[src/rtl/prog_loader.sv]
// Boot loader: turns a length-prefixed, XOR-checksummed byte stream into 32-bit writes on the core's memory port.
// Each word is written one cycle after its 4th byte arrives, and rx_ready drops for that write cycle.
module prog_loader #(
    parameter logic [31:0] BASE_ADDR = 32'h0,
    parameter int          MAX_WORDS = 64
) (
    input  logic        clk,
    input  logic        reset,
    input  logic        rx_valid,
    input  logic [7:0]  rx_data,
    output logic        rx_ready,
    output logic        ext_mem_write,
    output logic [31:0] ext_write_data,
    output logic [31:0] ext_data_adr,
    output logic        core_reset,
    output logic        done,
    output logic        error
);

    typedef enum logic [2:0] {
        CNT0 = 3'd0,
        CNT1 = 3'd1,
        DATA = 3'd2,
        CSUM = 3'd3,
        RUN  = 3'd4,
        FAIL = 3'd5
    } state_t;

    localparam logic [16:0] MAX_W = 17'(MAX_WORDS);

    state_t      state_q;
    logic [15:0] count_q;
    logic [15:0] word_idx_q;
    logic [1:0]  byte_idx_q;
    logic [23:0] asm_q;
    logic [7:0]  csum_q;
    logic        wr_q;
    logic [31:0] wdata_q;
    logic [31:0] adr_q;
    logic        core_reset_q;
    logic        done_q;
    logic        error_q;

    logic        accept;
    logic [15:0] count_d;
    logic [15:0] word_idx_d;

    // Accepting states are still blocked during the write cycle that follows a completed word.
    assign rx_ready   = !reset && !wr_q &&
                        (state_q == CNT0 || state_q == CNT1 || state_q == DATA || state_q == CSUM);
    assign accept     = rx_valid && rx_ready;
    assign count_d    = {rx_data, count_q[7:0]};
    assign word_idx_d = word_idx_q + 16'd1;

    always_ff @(posedge clk) begin
        if (reset) begin
            state_q      <= CNT0;
            count_q      <= '0;
            word_idx_q   <= '0;
            byte_idx_q   <= '0;
            asm_q        <= '0;
            csum_q       <= '0;
            wr_q         <= 1'b0;
            wdata_q      <= '0;
            adr_q        <= '0;
            core_reset_q <= 1'b1;
            done_q       <= 1'b0;
            error_q      <= 1'b0;
        end else begin
            wr_q <= 1'b0;
            case (state_q)
                CNT0: begin
                    csum_q <= '0;
                    if (accept) begin
                        count_q[7:0] <= rx_data;
                        state_q      <= CNT1;
                    end
                end
                CNT1: begin
                    if (accept) begin
                        count_q[15:8] <= rx_data;
                        if ({1'b0, count_d} > MAX_W) begin
                            state_q <= FAIL;
                            error_q <= 1'b1;
                        end else if (count_d == 16'd0) begin
                            state_q <= CSUM;
                        end else begin
                            state_q <= DATA;
                        end
                    end
                end
                DATA: begin
                    if (accept) begin
                        csum_q     <= csum_q ^ rx_data;
                        byte_idx_q <= byte_idx_q + 2'd1;
                        case (byte_idx_q)
                            2'd0: asm_q[7:0]   <= rx_data;
                            2'd1: asm_q[15:8]  <= rx_data;
                            2'd2: asm_q[23:16] <= rx_data;
                            default: begin
                                wr_q       <= 1'b1;
                                wdata_q    <= {rx_data, asm_q};
                                adr_q      <= BASE_ADDR + {14'd0, word_idx_q, 2'b00};
                                word_idx_q <= word_idx_d;
                                if (word_idx_d == count_q) begin
                                    state_q <= CSUM;
                                end
                            end
                        endcase
                    end
                end
                CSUM: begin
                    if (accept) begin
                        if (rx_data == csum_q) begin
                            state_q      <= RUN;
                            core_reset_q <= 1'b0;
                            done_q       <= 1'b1;
                        end else begin
                            state_q <= FAIL;
                            error_q <= 1'b1;
                        end
                    end
                end
                RUN: begin
                    core_reset_q <= 1'b0;
                    done_q       <= 1'b1;
                end
                default: begin
                    state_q      <= FAIL;
                    core_reset_q <= 1'b1;
                    error_q      <= 1'b1;
                end
            endcase
        end
    end

    assign ext_mem_write  = wr_q;
    assign ext_write_data = wdata_q;
    assign ext_data_adr   = adr_q;
    assign core_reset     = core_reset_q;
    assign done           = done_q;
    assign error          = error_q;

endmodule

[config.mk]
export PLATFORM = sky130hd
export DESIGN_NAME = prog_loader
export DESIGN_NICKNAME = d
export VERILOG_FILES = /design/src/rtl/prog_loader.sv
export SDC_FILE = /design/constraint.sdc
export NUM_CORES = 1
export LEC_CHECK = 0
export CAP_MARGIN = 20
export CORE_ASPECT_RATIO = 1.2
export CORE_MARGIN = 2
export CORE_UTILIZATION = 42
export CTS_CLUSTER_SIZE = 25
export DETAILED_ROUTE_END_ITERATION = 8
export GPL_TIMING_DRIVEN = 1
export PLACE_DENSITY = 0.73
export SKIP_LAST_GASP = 1
export SYNTH_ARGS = -nofsm -noshare
export SYNTH_HDL_FRONTEND = slang
export SYNTH_SLANG_ARGS = --single-unit
[constraint.sdc]
create_clock -name clk -period 2.53 [get_ports clk]
set_clock_uncertainty 0.05 [all_clocks]
set_input_delay 0.506 -clock clk [delete_from_list [all_inputs] [get_ports clk]]
set_output_delay 0.506 -clock clk [all_outputs]
set_load 0.02 [all_outputs]
==> results.tsv, run 1 <==
stage	metric	value	unit
placed_design	dpl.hpwl	9.376	mm
clock_tree	htree_levels	4	
cells_and_area	layout.nets	750	
logic_synthesis	synth-seq-area-share	44.71	%
logic_synthesis	synth_edf_count	0	
sta	slew_viol_final	0	
logic_synthesis	synthTopCellsByCount	141 x nand2_1, 121 x dfxtp_1, 93 x a21oi_1	
cells_and_area	num_antenna_cells	0	
grt	antenna_found_initial	0	
logic_synthesis	synth_largest_area_cell	dfxtp_1	
clock_tree	post_cts_buffers	0	
die	die_h	128.4	um
critical_path	critPathArrivalTime	2640	ps
logic_synthesis	synth.area.top_cells	dfxtp_1 45%, nand2_1 9.8%, a21oi_1 8.6%	
die	dieWidth	107.7	um
routing	routed_wl	13.34	mm
clock_tree	cts_tree	done	
logic_synthesis	synth_cell_types	54	
critical_path	timing.setup.critical_path_class	reg2reg	
sta	finalSetupViolations	0	
cells_and_area	stdcell_count	911	
routing	vias_per_cell	5.149	
logic_synthesis	synth_ff_type	dfxtp_1	
grt	gr-usage-all-layers	19.93	%
grt	grt_overflow_total	0	
clock_tree	cts_resized	0	
logic_synthesis	ys_ff_latch	121	
sta	hold_violations	0	
clock_tree	numCtsBuffers	17	
critical_path	critPathLaunchType	flip-flop	
logic_synthesis	synth_simple_gate_area_share	24.02	%
power_and_ir_drop	power_leakage	2.516	nW
cells_and_area	stdcell_area	6924	um2
clock_tree	cts_sinks	121	
die	coreArea	12610	um2
min_path	hp-class	reg2reg	
grt	grt_pass1_vias	4601	
clock_tree	cts_hold_buf	0	
clock_tree	clk_pin_slew	50	ps
power_and_ir_drop	ir_drop	0.0004423	V
critical_path	r2r_start	word_idx_q[2]$_SDFFE_PP0P_	
logic_synthesis	synthXorXnorAreaFrac	5.982	%
routing	vias	4691	
die	ioPinCount	80	
sta	max_freq	417.7	MHz
critical_path	startpoint	word_idx_q[2]$_SDFFE_PP0P_	
clock_tree	cts-root-buf	clkbuf_16	
logic_synthesis	netlist_area	5418	um2
min_path	hold_depth	2	
cells_and_area	syn_to_final_growth	27.81	%
placed_design	port-buffer-count	63	
logic_synthesis	yosysMostFrequentCell	nand2_1	
logic_synthesis	avgSynthCellArea	8.122	um2
routing	drt_first_iter_violations	271	
die	rows	45	
die	start_util	42.96	%
clock_tree	cts_buffer_depth	2	
logic_synthesis	synth_top_family_by_area	simple AND/OR/NAND/NOR gates	
critical_path	crit_required	2780	ps
placed_design	dp_cells	878	
placed_design	dpl_cell_area	6279	um2
min_path	hold_path_end	ext_write_data[13]$_SDFFE_PP0P_	
critical_path	rrSetupSlack	140	ps
power_and_ir_drop	p_per_area	664.3	nW/um2
routing	drtAntennaViolNets	0	
logic_synthesis	synth_top_area_share	44.71	%
min_path	hp-start	ext_write_data[13]$_SDFFE_PP0P_	
grt	grt_pass1_wl	21.98	mm
sta	period_needed	2394	ps
critical_path	path_max_fanout	6	
flow_run	maxCapViolCount	0	
logic_synthesis	synthAdderAreaFrac	1.155	%
placed_design	gp_congestion	0.8689	
critical_path	rr_worst_depth	7	
run_status	status	complete, no violations	
routing	route.detailed.drc	0	
routing	dr.pass1.iters	4	
logic_synthesis	yosysWarnings	0	
logic_synthesis	muxShareOfSynthArea	4.065	%
sta	finalCritPeriodShare	94.63	%
logic_synthesis	syn_inst	667	
sta	rsz0062_at_grt	false	
critical_path	timing.rr.end	state_q[0]$_SDFFE_PP0P_	
die	dieArea	13830	um2
critical_path	worstSetupEndpointType	flip-flop	
logic_synthesis	synthArstFlopShare	0	%
logic_synthesis	synth_compound_area_share	12.96	%
grt	grt_max_degree	122	
clock_tree	clock_latency	400	ps
cells_and_area	layout-drive-gt1-share	13.39	%
routing	wl_per_cell	14.64	um
## per-stage QoR
step	hold WS, ps	TNS [ps]	worst slack (ps)	power [W]	util [%]
3_3_place_gp	394.7	-27.86	-27.86	0.002191	49.78
6_report	401.5	0	135.8	0.004600	54.90
3_5_place_dp	398.4	-101.3	-101.3	0.002197	49.78
2_1_floorplan	382.1	0	124.2	0.002138	-
5_1_grt	420.7	0	14.31	0.004727	54.90
4_1_cts	406.0	0	25.97	0.004622	54.52
## cells in the final DEF, fill, tap and decap left out, types with 4 or more instances in the layout
| cell type | netlist | layout |
|---|---|---|
| a21oi_1 | 93 | 93 |
| buf_4 | 16 | 38 |
| clkbuf_16 | 0 | 17 |
| clkdlybuf4s50_1 | 0 | 62 |
| clkinvlp_4 | 0 | 4 |
| conb_1 | 1 | 16 |
| dfxtp_1 | 121 | 118 |
| ha_1 | 5 | 5 |
| inv_1 | 6 | 6 |
| mux2i_1 | 19 | 19 |
| nand2_1 | 141 | 140 |
| nand3_1 | 28 | 27 |
| nand3b_1 | 8 | 8 |
| nand4_1 | 5 | 5 |
| nor2_1 | 47 | 46 |
| nor3_1 | 8 | 8 |
| nor4_1 | 8 | 7 |
| nor4_2 | 3 | 4 |
| o21ai_0 | 17 | 17 |
| or3_1 | 9 | 8 |
| xnor2_1 | 19 | 19 |
| xor2_1 | 18 | 18 |
## area by class of cell
cell class	count	area (um2)
clock buffer	21	450.4
timing repair buffer	103	973.4
tap	164	205.2
clock inverter	11	147.6
inverter	8	30.03
multi-input combinational	483	2691
fill	1161	5688
sequential	121	2426
## routing by layer
| metal | global-route usage, % | vias to the layer above | routed length [um] |
|---|---|---|---|
| li1 | - | 2341 | - |
| met1 | 23.53 | 2209 | 5599 |
| met2 | 35.52 | 121 | 6924 |
| met3 | 3.850 | 20 | 574 |
| met4 | 7.692 | 0 | 237 |
| met5 | 0 | - | 0 |
## worst max path at each step
stage,endpoint,slack (ps)
floorplan,state_q[0]$_SDFFE_PP0P_,120
global placement,state_q[0]$_SDFFE_PP0P_,-30
CTS,state_q[0]$_SDFFE_PP0P_,30
finish,state_q[0]$_SDFFE_PP0P_,140
global route,state_q[0]$_SDFFE_PP0P_,10
detailed placement,state_q[0]$_SDFFE_PP0P_,-100
## where the power goes
part	switching [W]	leakage, nW	total, W	internal [W]
clock network	0.000863	0.279	0.00244	0.00157
logic	0.000136	1.26	0.000224	0.0000883
registers	0.0000192	0.977	0.00194	0.00192
total	0.00102	2.52	0.00460	0.00358
## registers in the layout, summed over array words and instances (netlist names)
register        cells
asm_q              24
error               1
ext_write_data     32
done                1
byte_idx_q          2
core_reset          1
word_idx_q         16
csum_q              8
ext_data_adr       16
count_q            16
ext_mem_write       1
state_q             3
## cells by family after synthesis
family | after synthesis
buffers and inverters | 78
muxes | 21
other | 1
adders and majority gates | 5
DFF | 121
and+or+nand+nor | 277
xor gates and xnor gates | 37
AOI/OAI and AO/OA | 127
## critical path, stage by stage (launching register included)
cell and delay, ps:
dfxtp_1 440, nand3_1 140, or4_4 510, o311ai_2 250, o21ai_1 130, nand4b_4 180, o31ai_2 260, mux2_4 320
Power figures use the tool's default switching activity.
==> inputs of run 2 (changes only) <==
--- a/config.mk
+++ b/config.mk
@@ -8,11 +8,11 @@
 export CAP_MARGIN = 20
 export CORE_ASPECT_RATIO = 1.2
 export CORE_MARGIN = 2
-export CORE_UTILIZATION = 42
+export CORE_UTILIZATION = 40
 export CTS_CLUSTER_SIZE = 25
 export DETAILED_ROUTE_END_ITERATION = 8
 export GPL_TIMING_DRIVEN = 1
-export PLACE_DENSITY = 0.73
+export PLACE_DENSITY = 0.7
 export SKIP_LAST_GASP = 1
 export SYNTH_ARGS = -nofsm -noshare
 export SYNTH_HDL_FRONTEND = slang
==> run 2 against run 1 <==
Effect of this change:
- sequential share of layout area grew 0.063 points
- via count shrank 0.43%
- worst setup slack gained 6.6 ps
- utilization shrank 2.7 points
- non-clock buffer count shrank 5
- hold slack is essentially flat
- cell count shrank 0.22%
- first-iteration DRC count shrank 8.9%
- wire length grew 1.3%
- global-route usage shrank 0.20 points
- power grew 1.3%
- clock-buffer cell count shrank 1
- critical path type unchanged
- critical endpoint unchanged
==> results.tsv, run 2 (synthesis results as in run 1) <==
stage	metric	value	unit	change
die	dieWidth	110.2	um	+2.4%
sta	slew_viol_final	0		unchanged
cells_and_area	layout_common_cells	140 x nand2_1, 118 x dfxtp_1, 93 x a21oi_1		
critical_path	rrSetupSlack	140	ps	about the same
power_and_ir_drop	ir_drop	0.0004756	V	+7.5%
critical_path	r2r_start	word_idx_q[1]$_SDFFE_PP0P_		
clock_tree	numCtsBuffers	17		unchanged
sta	period_needed	2388	ps	-6.567 ps
flow_run	maxCapViolCount	0		unchanged
cells_and_area	final_common_cell	nand2_1		
die	dieArea	14490	um2	+4.8%
routing	dr.pass1.iters	5		+1
die	die_h	131.5	um	+2.4%
sta	finalCritPeriodShare	94.37	%	-0.26 points
placed_design	dpl_cell_area	6259	um2	-0.32%
power_and_ir_drop	p_per_area	673.9	nW/um2	+1.4%
sta	setup_tns	0	ps	unchanged
critical_path	crit_required	2790	ps	about the same
routing	wl_per_cell	14.86	um	+1.5%
critical_path	critPathLaunchType	flip-flop		
critical_path	worstSetupEndpoint	state_q[0]$_SDFFE_PP0P_		
power_and_ir_drop	finalPower	0.004658	W	+1.3%
run_status	status	complete, no violations		
die	start_util	40.93	%	-2.0 points
placed_design	dp_cells	877		-0.11%
grt	grt_max_degree	122		unchanged
cells_and_area	layout-drive-gt1-share	12.96	%	-0.43 points
clock_tree	clock_latency	420	ps	+20 ps
critical_path	timing.rr.end	state_q[0]$_SDFFE_PP0P_		
clock_tree	clk_pin_slew	50	ps	about the same
power_and_ir_drop	power_leakage	2.513	nW	-0.13%
critical_path	startpoint	word_idx_q[1]$_SDFFE_PP0P_		
cells_and_area	stdcell_area	6912	um2	-0.18%
cells_and_area	fin_util	52.21	%	-2.7 points
grt	antenna_found_initial	0		unchanged
cells_and_area	largest_register_ffs	32		unchanged
sta	max_freq	418.8	MHz	+0.28%
critical_path	rr_worst_depth	7		unchanged
sta	hold_violations	0		unchanged
cells_and_area	syn_to_final_growth	27.58	%	
cells_and_area	num_antenna_cells	0		unchanged
min_path	hp-class	reg2reg		
grt	grt_pass1_vias	4573		-0.61%
sta	finalSetupViolations	0		unchanged
placed_design	dpl.hpwl	9.120	mm	-2.7%
routing	vias_per_cell	5.139		-0.21%
routing	vias	4671		-0.43%
routing	routed_wl	13.51	mm	+1.3%
placed_design	gp_congestion	0.8660		-0.33%
die	ioPinCount	80		unchanged
critical_path	path_max_fanout	5		-1
clock_tree	cts_tree	done		
routing	drt_first_iter_violations	247		-8.9%
min_path	hp-start	ext_write_data[27]$_SDFFE_PP0P_		
cells_and_area	stdcell_count	909		-0.22%
critical_path	timing.setup.critical_path_class	reg2reg		
sta	rsz0062_at_grt	false		
clock_tree	htree_levels	4		unchanged
grt	gr-usage-all-layers	19.73	%	-0.20 points
critical_path	critPathArrivalTime	2650	ps	about the same
die	coreArea	13240	um2	+5.0%
die	rows	46		+2.2%
critical_path	worstSetupEndpointType	flip-flop		
clock_tree	cts-root-buf	clkbuf_16		
cells_and_area	layout.nets	745		-0.67%
clock_tree	cts_buffer_depth	2		unchanged
grt	grt_pass1_wl	22.69	mm	+3.2%
routing	drtAntennaViolNets	0		unchanged
clock_tree	cts_sinks	121		unchanged
routing	route.detailed.drc	0		unchanged
placed_design	port-buffer-count	63		unchanged
grt	grt_overflow_total	0		unchanged
clock_tree	cts_hold_buf	0		unchanged
## run 2: cell count changes in the layout (fill, tap and decap cells not counted), sizes merged
cell      change
clkbuf        -1
buf           -5
inv           +1
clkinvlp      -1
## run 2: final cells by class
| class | instances | area [um2] |
|---|---|---|
| repair buffers | 98 | 948.4 |
| clock inverters | 11 | 145.1 |
| well taps | 168 | 210.2 |
| inverters | 8 | 30.03 |
| flip-flops and latches | 121 | 2426 |
| fillers | 1266 | 6326 |
| clock buffers | 20 | 466.7 |
| multi-input cells | 483 | 2685 |
## run 2: layer usage
layer / GRT usage, % / routed length [um] / vias up
met1: 24.26 / 5773 / 2217
met3: 5.208 / 594 / 18
met2: 33.61 / 6969 / 106
li1: - / - / 2330
met5: 0 / 0 / -
met4: 5.278 / 167 / 0
## run 2: worst max-delay path: stages (launching register included)
cell,delay (ps)
dfxtp_1,400
ha_1,220
nand3_2,150
or3_1,400
a211oi_2,300
nand4b_4,120
o31ai_2,310
mux2_4,330
## run 2: power breakdown
group | internal (W) | switching [W] | total, W
clock network | 0.00162 | 0.000879 | 0.00250
logic | 0.0000855 | 0.000137 | 0.000222
registers | 0.00192 | 0.0000188 | 0.00194
total | 0.00362 | 0.00103 | 0.00466
## run 2: how the worst min path moves through the flow
stage	endpoint	cells after the start
2_1_floorplan	ext_write_data[0]$_SDFFE_PP0P_	2
5_1_grt	ext_data_adr[14]$_SDFFE_PP0P_	2
3_5_place_dp	ext_write_data[27]$_SDFFE_PP0P_	2
3_3_place_gp	asm_q[22]$_SDFFE_PP0P_	2
4_1_cts	ext_write_data[27]$_SDFFE_PP0P_	2
6_report	ext_write_data[27]$_SDFFE_PP0P_	2
## run 2: repair_timing
action,in CTS,in global routing
resized for setup,0,5
setup endpoints to repair,0,1
setup buffers,0,0
## run 2: through the flow
step	hold slack, ps	setup WS (ps)
2_1_floorplan	382.1	124.2
3_3_place_gp	394.3	-72.91
3_5_place_dp	395.5	-77.07
4_1_cts	403.5	45.92
5_1_grt	419.9	16.38
6_report	401.3	142.3
==> inputs of run 3 (changes only) <==
--- a/config.mk
+++ b/config.mk
@@ -12,7 +12,7 @@
 export CTS_CLUSTER_SIZE = 25
 export DETAILED_ROUTE_END_ITERATION = 8
 export GPL_TIMING_DRIVEN = 1
-export PLACE_DENSITY = 0.7
+export PLACE_DENSITY = 0.68
 export SKIP_LAST_GASP = 1
 export SYNTH_ARGS = -nofsm -noshare
 export SYNTH_HDL_FRONTEND = slang
==> constraint.sdc (replaced) <==
create_clock -name clk -period 2.72 [get_ports clk]
set_clock_uncertainty 0.05 [all_clocks]
set_input_delay 0.544 -clock clk [delete_from_list [all_inputs] [get_ports clk]]
set_output_delay 0.544 -clock clk [all_outputs]
set_load 0.02 [all_outputs]
==> run 3 against run 2 <==
Effect of this change:
- sequential share of layout area grew 0.30 points
- critical path depth is the same
- maximum frequency shrank 6.8%
- hold slack gained 0.58 ps
- via count shrank 0.62%
- critical endpoint unchanged
==> results.tsv, run 3 (synthesis results as in run 1) <==
stage	metric	value	unit	change
run_status	status	complete, no violations		
critical_path	crit_required	2970	ps	+180 ps
sta	max_freq	390.5	MHz	-6.8%
cells_and_area	syn_to_final_growth	26.28	%	
sta	setup_tns	0	ps	unchanged
die	start_util	40.93	%	unchanged
sta	rsz0062_at_grt	false		
clock_tree	cts_tree	done		
grt	grt_max_degree	122		unchanged
sta	hold_violations	0		unchanged
flow_run	maxCapViolCount	0		unchanged
sta	layout_setup_ws	159.5	ps	+17.16 ps
clock_tree	cts_resized	0		unchanged
critical_path	worstSetupEndpointType	flip-flop		
clock_tree	numCtsBuffers	17		unchanged
grt	gr-usage-all-layers	19.33	%	-0.41 points
cells_and_area	layout.nets	738		-0.94%
critical_path	timing.setup.critical_path_class	reg2reg		
power_and_ir_drop	internal_power	0.003297	W	-9.0%
power_and_ir_drop	power_frac_comb	4.8	%	about the same
routing	dr.pass1.iters	4		-1
routing	routed_wl	13.35	mm	-1.2%
grt	antenna_found_initial	0		unchanged
clock_tree	clock_latency	410	ps	about the same
sta	finalSetupViolations	0		unchanged
routing	vias	4642		-0.62%
critical_path	r2r_start	word_idx_q[2]$_SDFFE_PP0P_		
routing	wl_per_cell	14.78	um	-0.50%
clock_tree	htree_levels	4		unchanged
sta	period_needed	2561	ps	+172.8 ps
grt	grt_pass1_vias	4458		-2.5%
cells_and_area	largest_register_ffs	32		unchanged
die	coreArea	13240	um2	unchanged
critical_path	timing.rr.end	state_q[0]$_SDFFE_PP0P_		
cells_and_area	layout-drive-gt1-share	11.70	%	-1.3 points
min_path	hp-start	ext_write_data[30]$_SDFFE_PP0P_		
cells_and_area	layout_common_cells	140 x nand2_1, 121 x dfxtp_1, 93 x a21oi_1		
min_path	hold_path_end	ext_write_data[30]$_SDFFE_PP0P_		
die	dieWidth	110.2	um	unchanged
power_and_ir_drop	p_clk_share	53.1	%	-0.5 points
sta	finalCritPeriodShare	94.14	%	-0.24 points
power_and_ir_drop	p_per_area	625.6	nW/um2	-7.2%
die	die_h	131.5	um	unchanged
critical_path	critPathArrivalTime	2810	ps	+160 ps
power_and_ir_drop	power_leakage	2.485	nW	-1.1%
critical_path	rr_worst_depth	7		unchanged
min_path	hp-class	reg2reg		
clock_tree	cts-root-buf	clkbuf_16		
placed_design	port-buffer-count	63		unchanged
grt	grt_pass1_wl	22.25	mm	-1.9%
placed_design	pre_cts_ws	52.89	ps	+130.0 ps
clock_tree	post_cts_buffers	0		unchanged
grt	grt_overflow_total	0		unchanged
clock_tree	clk_pin_slew	60	ps	about the same
placed_design	gp_congestion	0.9018		+4.1%
placed_design	dpl.hpwl	9.197	mm	+0.85%
routing	drt_first_iter_violations	208		-16%
min_path	hold_depth	2		unchanged
die	dieArea	14490	um2	unchanged
critical_path	startpoint	word_idx_q[2]$_SDFFE_PP0P_		
power_and_ir_drop	ir_drop	0.0003836	V	-19%
die	ioPinCount	80		unchanged
power_and_ir_drop	finalPower	0.004280	W	-8.1%
power_and_ir_drop	p_sw_share	22.96	%	+0.76 points
clock_tree	cts_hold_buf	0		unchanged
power_and_ir_drop	switching_power	0.0009829	W	-5.0%
routing	route.detailed.drc	0		unchanged
cells_and_area	final_common_cell	nand2_1		
critical_path	critPathLaunchType	flip-flop		
die	rows	46		unchanged
cells_and_area	nFillCells	1241		-2.0%
clock_tree	cts_sinks	121		unchanged
routing	vias_per_cell	5.141		about the same
power_and_ir_drop	seq_power_share	42.1	%	+0.5 points
critical_path	path_max_fanout	7		+2
critical_path	rrSetupSlack	160	ps	+20 ps
clock_tree	cts_buffer_depth	2		unchanged
sta	slew_viol_final	0		unchanged
cells_and_area	num_antenna_cells	0		unchanged
routing	drtAntennaViolNets	0		unchanged
## run 3: worst max-delay path by stage
stage	to	slack, ps	cells after the start
final	state_q[0]$_SDFFE_PP0P_	160	7
after CTS	state_q[0]$_SDFFE_PP0P_	160	8
after global placement	state_q[0]$_SDFFE_PP0P_	80	8
after floorplan	state_q[0]$_SDFFE_PP0P_	310	7
after detailed placement	state_q[0]$_SDFFE_PP0P_	50	8
after global routing	state_q[0]$_SDFFE_PP0P_	10	7
## run 3: worst max-delay path, stage by stage, from the launching register on
cell     delay, ps
dfxtp_1        480
and3_4         280
nand3_2        120
or3_1          510
nor4_2         300
nor3_2          90
o31ai_2        300
mux2_4         320
## run 3: final cells by class
type | instances | area (um2) | area share (%)
Timing Repair Buffer | 91 | 883.3 | 12.91
Clock inverter | 12 | 140.1 | 2.048
Clock buffer | 20 | 466.7 | 6.822
Sequential cell | 121 | 2422 | 35.41
Inverter | 8 | 30.03 | 0.4389
Multi-Input combinational cell | 483 | 2689 | 39.30
Tap cell | 168 | 210.2 | 3.072
## run 3: power groups by stage
stage               Clock, W  Sequential, W  Combinational [W]
finish               0.00227        0.00180           0.000204
floorplan                  0        0.00184           0.000153
global route         0.00239        0.00180           0.000219
global placement           0        0.00184           0.000196
detailed placement         0        0.00184           0.000197
CTS                  0.00231        0.00180           0.000198
## run 3: stage by stage
| stage | area [um2] | cells | util (%) | hold WS (ps) |
|---|---|---|---|---|
| finish | 6842 | 903 | 51.68 | 401.9 |
| global placement | 6193 | 870 | 46.79 | 392.7 |
| detailed placement | 6193 | 870 | 46.79 | 394.8 |
| global route | 6842 | 903 | 51.68 | 423.0 |
| CTS | 6800 | 902 | 51.37 | 404.0 |
| floorplan | 5474 | 682 | - | 382.1 |
## run 3: layer usage
layer | part of all wire [%] | vias up | track usage (%)
li1 | - | 2317 | -
met3 | 3.0 | 16 | 4.266
met5 | 0 | - | 0
met1 | 43 | 2216 | 23.32
met2 | 53 | 93 | 33.20
met4 | 1.7 | 0 | 6.736
